==> src/rtl/p5_fetch_unit_pkg.sv <==
// Shared definitions for the p5 fetch stage: FSM state encoding and the
// opcode field that identifies a HALT instruction.
package p5_defs;

    typedef enum logic [2:0] {
        RESET     = 3'd0,
        IF1       = 3'd1,
        IF2       = 3'd2,
        UPDATE_PC = 3'd3,
        HOLD      = 3'd4,
        HALTED    = 3'd5
    } fetch_state_t;

    localparam logic [2:0] OP_HALT = 3'b111;
    localparam int         OPC_MSB = 15;
    localparam int         OPC_LSB = 13;

    // True when the opcode field of an instruction word encodes HALT.
    function automatic logic is_halt_op(input logic [15:0] word);
        return word[OPC_MSB:OPC_LSB] == OP_HALT;
    endfunction

endpackage

==> src/rtl/p5_fetch_unit_pc_reg.sv <==
// Program counter register. Loads either its own successor or a branch
// target, and exposes the wrapped successor combinationally.
module p5_pc_reg #(
    parameter int                ADDR_W   = 9,
    parameter logic [ADDR_W-1:0] RESET_PC = '0
) (
    input  logic              clk,
    input  logic              reset_n,
    input  logic              load,
    input  logic              sel_branch,
    input  logic [ADDR_W-1:0] branch_target,
    output logic [ADDR_W-1:0] pc,
    output logic [ADDR_W-1:0] pc_inc
);

    assign pc_inc = pc + ADDR_W'(1);

    // PC update: hold unless loaded, then take the branch target or pc+1.
    always_ff @(posedge clk or negedge reset_n) begin
        if (!reset_n) begin
            pc <= RESET_PC;
        end else if (load) begin
            pc <= sel_branch ? branch_target : pc_inc;
        end
    end

endmodule

==> src/rtl/p5_fetch_unit.sv <==
// Instruction fetch stage: owns the PC, reads instruction memory, and
// presents the fetched word to the CPU over a valid/ready handshake.
module p5_fetch_unit
    import p5_defs::*;
#(
    parameter int                ADDR_W   = 9,
    parameter int                DATA_W   = 16,
    parameter logic [ADDR_W-1:0] RESET_PC = '0
) (
    input  logic              clk,
    input  logic              reset_n,
    output logic              mem_rd,
    output logic [ADDR_W-1:0] mem_addr,
    input  logic [DATA_W-1:0] mem_rdata,
    input  logic              mem_ready,
    output logic [DATA_W-1:0] ir_out,
    output logic              ir_valid,
    input  logic              ir_ready,
    input  logic              branch_en,
    input  logic [ADDR_W-1:0] branch_target,
    output logic [ADDR_W-1:0] pc_next,
    output logic              halted
);

    fetch_state_t      state;
    logic [ADDR_W-1:0] pc;
    logic [ADDR_W-1:0] pc_inc;
    logic              pc_load;
    logic              pc_sel_branch;
    logic              handshake;
    logic              ir_is_halt;

    assign mem_addr   = pc;
    assign handshake  = (state == HOLD) && ir_ready;
    assign ir_is_halt = is_halt_op(ir_out[15:0]);

    // PC loads: sequential advance after capture, or a redirect on an accepted non-HALT word.
    always_comb begin
        pc_load       = 1'b0;
        pc_sel_branch = 1'b0;
        if (state == UPDATE_PC) begin
            pc_load = 1'b1;
        end else if (handshake && !ir_is_halt && branch_en) begin
            pc_load       = 1'b1;
            pc_sel_branch = 1'b1;
        end
    end

    p5_pc_reg #(
        .ADDR_W   (ADDR_W),
        .RESET_PC (RESET_PC)
    ) u_pc_reg (
        .clk           (clk),
        .reset_n       (reset_n),
        .load          (pc_load),
        .sel_branch    (pc_sel_branch),
        .branch_target (branch_target),
        .pc            (pc),
        .pc_inc        (pc_inc)
    );

    // Fetch sequencer; every output flag is set on the transition into the state that owns it.
    always_ff @(posedge clk or negedge reset_n) begin
        if (!reset_n) begin
            state    <= RESET;
            ir_out   <= '0;
            mem_rd   <= 1'b0;
            ir_valid <= 1'b0;
            halted   <= 1'b0;
            pc_next  <= '0;
        end else begin
            case (state)
                RESET: begin
                    state  <= IF1;
                    mem_rd <= 1'b1;
                end
                IF1: begin
                    state  <= IF2;
                    mem_rd <= 1'b1;
                end
                IF2: begin
                    if (mem_ready) begin
                        ir_out <= mem_rdata;
                        mem_rd <= 1'b0;
                        state  <= UPDATE_PC;
                    end
                end
                UPDATE_PC: begin
                    pc_next  <= pc_inc;
                    ir_valid <= 1'b1;
                    state    <= HOLD;
                end
                HOLD: begin
                    if (ir_ready) begin
                        ir_valid <= 1'b0;
                        if (ir_is_halt) begin
                            halted <= 1'b1;
                            state  <= HALTED;
                        end else begin
                            mem_rd <= 1'b1;
                            state  <= IF1;
                        end
                    end
                end
                HALTED: begin
                    state <= HALTED;
                end
                default: begin
                    state    <= RESET;
                    mem_rd   <= 1'b0;
                    ir_valid <= 1'b0;
                end
            endcase
        end
    end

endmodule

==> config.mk <==
export PLATFORM = sky130hd
export DESIGN_NAME = p5_fetch_unit
export DESIGN_NICKNAME = d
export VERILOG_FILES = /design/src/rtl/p5_fetch_unit_pkg.sv /design/src/rtl/p5_fetch_unit_pc_reg.sv /design/src/rtl/p5_fetch_unit.sv
export SDC_FILE = /design/constraint.sdc
export NUM_CORES = 1
export LEC_CHECK = 0
export CAP_MARGIN = 10
export CELL_PAD_IN_SITES_DETAIL_PLACEMENT = 1
export CELL_PAD_IN_SITES_GLOBAL_PLACEMENT = 1
export CORE_ASPECT_RATIO = 0.75
export CORE_MARGIN = 2
export CORE_UTILIZATION = 37
export DETAILED_ROUTE_END_ITERATION = 8
export GPL_TIMING_DRIVEN = 0
export PLACE_DENSITY_LB_ADDON = 0.12
export SLEW_MARGIN = 20
export SYNTH_ARGS = -nofsm -noshare
export SYNTH_HDL_FRONTEND = slang
export SYNTH_HIERARCHICAL = 1
export SYNTH_SLANG_ARGS = --single-unit
==> constraint.sdc <==
create_clock -name clk -period 2.95 [get_ports clk]
set_clock_uncertainty 0.1 [all_clocks]
set_input_delay 0.4425 -clock clk [delete_from_list [all_inputs] [get_ports clk]]
set_output_delay 0.4425 -clock clk [all_outputs]
set_load 0.02 [all_outputs]
==> impl_metrics.toml <==
[placed_design]
globalplace.congestion = 0.774
placedInstanceArea_um2 = 2730
port_buffers = 66
final_hpwl_from_detailed_placement_mm = 3.91
placed_cells_incl_taps = 303

[setup_path]
cp_data_arrival_time_ps = 2450
setup.worst_path.end_class = "register"
critical_path_type = "register to register"
worst-endpoint-required_ps = 3050
rrSetupSlack_ps = 600
crit_path_max_fanout = 10
worst_r2r_endpoint = "u_pc_reg/pc[8]"
reg2reg_from = "state[2]"
reg2reg_depth = 8
critical_path_launch_point_type = "register"

[min_path]
hold_path_end = "halted"
worstHoldStart = "halted"
hold_class = "register to register"
min_delay_path_depth = 1

[logic_synthesis]
edff_count_synth = 0
synthesized_area_fraction_occupied_by_ao_oa_aoi_and_oai_cells = 0.102
synth.top_cell.area_share = 0.509
yosysSeqAreaShare = 0.509
ys_flop_type = "dfrtp_1"
synth.avg_cell_area_um2 = 12.0
synthesis_stage_register_bit_count = 40
synth_top_family_by_area = "multiplexers"
synthCells = 164
netlist-cell-type-count = 40
syn_nets = 195
synth.largest_area_cell = "dfrtp_1"
yosysWarningCount = 6
synth.cell_area_um2 = 1970
post_synth_main_area_contributors = "dfrtp_1 (51%), mux2_2 (9.7%), mux2_4 (6.1%)"
synth_simple_gate_area_frac = 0.130
post_synth_mux_area_share = 0.163
post_synth_xor_area_fraction = 0.0356
async_flop_share = 1.00
yosys.area_share.adder = 0.00636

[power_and_ir_drop]
power_per_cell_area_nw_per_um2 = 1100
power_leakage_nw = 1.19
max-vdd-ir-drop_v = 0.000519

[floorplanning]
die_w_um = 88.2
die-height_um = 67.2
core_area_um2 = 5010
floorplan.io_pins = 67
core.rowCount = 22
initial_utilization = 0.393
fp.dieArea_um2 = 5920

[timing]
report.final.slew_viol_count = 0
final.hold.worst_slack_ps = 391
tns_ps = 0
finalSetupViolCount = 0
max_freq_ghz = 0.426
max-slew-margin-rel = 0.735
final_hold_viol_count = 0
min_period_over_period = 0.795
transition_time_at_the_pin_with_the_least_slew_margin_ps = 397
period_minus_slack_ps = 2350
rsz0062_at_grt = "no"

[routing]
drc = 0
wire_length_per_cell_after_detailed_routing_um = 16.8
route.final.wire_length_mm = 5.24
drt_pass1_iterations = 4
antenna_violating_nets_post_route = 0
vias_per_cell = 4.97
first_iter_violations = 91
routed-via-count = 1551

[finish]
finish.net_count = 270
num_antenna_cells = 0
stdcell_count = 312
post_route_cells_drive_above_1_share = 0.204
finish.instance_area_um2 = 2870
postLayoutCoreUtil = 0.573
areaGrowthSynthToFinish_pct = 45.8

[clocking]
h-tree-depth = 2
cts_root_buffer = "clkbuf_8"
worstSkewPairLatency_ps = 300
clock_tree.buffer_depth = 2
clk_pin_slew_ps = 80
cts_num_sinks = 40
cts_tree = "yes"
post_cts.resized_instances = 0
cts_made_buffers = 5

[flow_run]
max_cap_viol_count = 0

[global_routing]
antenna_violations_before_repair = 0
via_count_of_the_first_global_routing_pass = 1688
first_pass_grt_wire_length_mm = 8.49
overflow = 0
largest_net_degree_at_the_start_of_global_routing = 27
gr-usage-all-layers = 0.192

[run_status]
run_status = "finished, final reports clean"
## placed cells by master (no fill, tap or decap), types with 6 or more instances in the layout
cell / count
nor2_1: 6
o21ai_0: 8
clkdlybuf4s50_1: 65
dfrtp_1: 40
buf_6: 6
mux2_4: 8
clkbuf_8: 7
nand2_1: 6
mux2_2: 17
nand3_1: 7
## critical path, cell delays in order (launching register included)
cell      delay (ps)
dfrtp_1          380
clkbuf_1         210
or3_4            440
buf_6            170
nand2_1           90
buf_6            140
nand2b_1         130
or4_1            450
o211ai_1         130
## timing repair
action	CTS	global route
setup endpoints to repair	0	0
endpoints found under the hold margin	14	0
hold buffers	1	0
buffers inserted	0	0
## routing by layer
metal | vias to the layer above | track usage | wire [um] | share of wire
li1 | 736 | - | - | -
met1 | 763 | 0.244 | 2320 | 0.44
met2 | 44 | 0.329 | 2580 | 0.49
met3 | 8 | 0.0391 | 273 | 0.052
met4 | 0 | 0.0701 | 72 | 0.014
met5 | - | 0 | 0 | 0
## worst max-delay path by stage
stage	startpoint	to	slack, ps	cells past startpoint
finish	state[2]	u_pc_reg/pc[8]	600	8
floorplan	state[2]	u_pc_reg/pc[8]	930	8
global placement	reset_n	pc_next[5]	350	1
detailed placement	ir_ready	u_pc_reg/pc[8]	390	8
global route	state[2]	u_pc_reg/pc[8]	500	8
CTS	state[2]	u_pc_reg/pc[8]	600	8
## synth_stat cells (all sizes together) (3+ instances only)
cell type  number
buf             8
or4             3
dfrtp          40
o21ai           8
nand2           6
nand3           7
xor2            3
mux2           25
nand4           3
o211ai          3
nor2            6
xnor2           5
a31oi           3
inv             6
nor2b           4
nand2b          4
a21oi           5
a22o            3
## state kept, by name, summed over array words and instances (netlist names)
signal,flops
mem_rd,1
pc_next,9
u_pc_reg/pc,9
state,3
ir_valid,1
halted,1
ir_out,16
## through the flow
| stage | power [W] | setup WS (ps) |
|---|---|---|
| 2_1_floorplan | 0.00197 | 927 |
| 3_3_place_gp | 0.00261 | 347 |
| 3_5_place_dp | 0.00268 | 388 |
| 4_1_cts | 0.00319 | 605 |
| 5_1_grt | 0.00336 | 504 |
| 6_report | 0.00316 | 604 |
## where the power goes
| group | switching (W) | total, W | internal [W] | leakage (nW) |
|---|---|---|---|---|
| registers | 0.000192 | 0.000994 | 0.000802 | 0.449 |
| logic | 0.000790 | 0.00167 | 0.000877 | 0.672 |
| clock network | 0.000199 | 0.000498 | 0.000299 | 0.0645 |
| total | 0.00118 | 0.00316 | 0.00198 | 1.19 |
## area by class of cell
class,instances,area [um^2]
Tap cell,72,90.1
Sequential cell,40,1000
Clock buffer,7,96.3
Timing Repair Buffer,68,686
Multi-Input combinational cell,109,861
Clock inverter,1,30.0
Fill cell,543,2140
Buffer,9,83.8
Inverter,6,22.5
## cells by family after synthesis
family	after synthesis
multiplexers	26
AO/OA/AOI/OAI	31
adder cells (fa/ha/maj)	1
AND/OR/NAND/NOR	43
XOR/XNOR	8
buffers and inverters	15
flip-flops	40
Power figures use the tool's default switching activity.
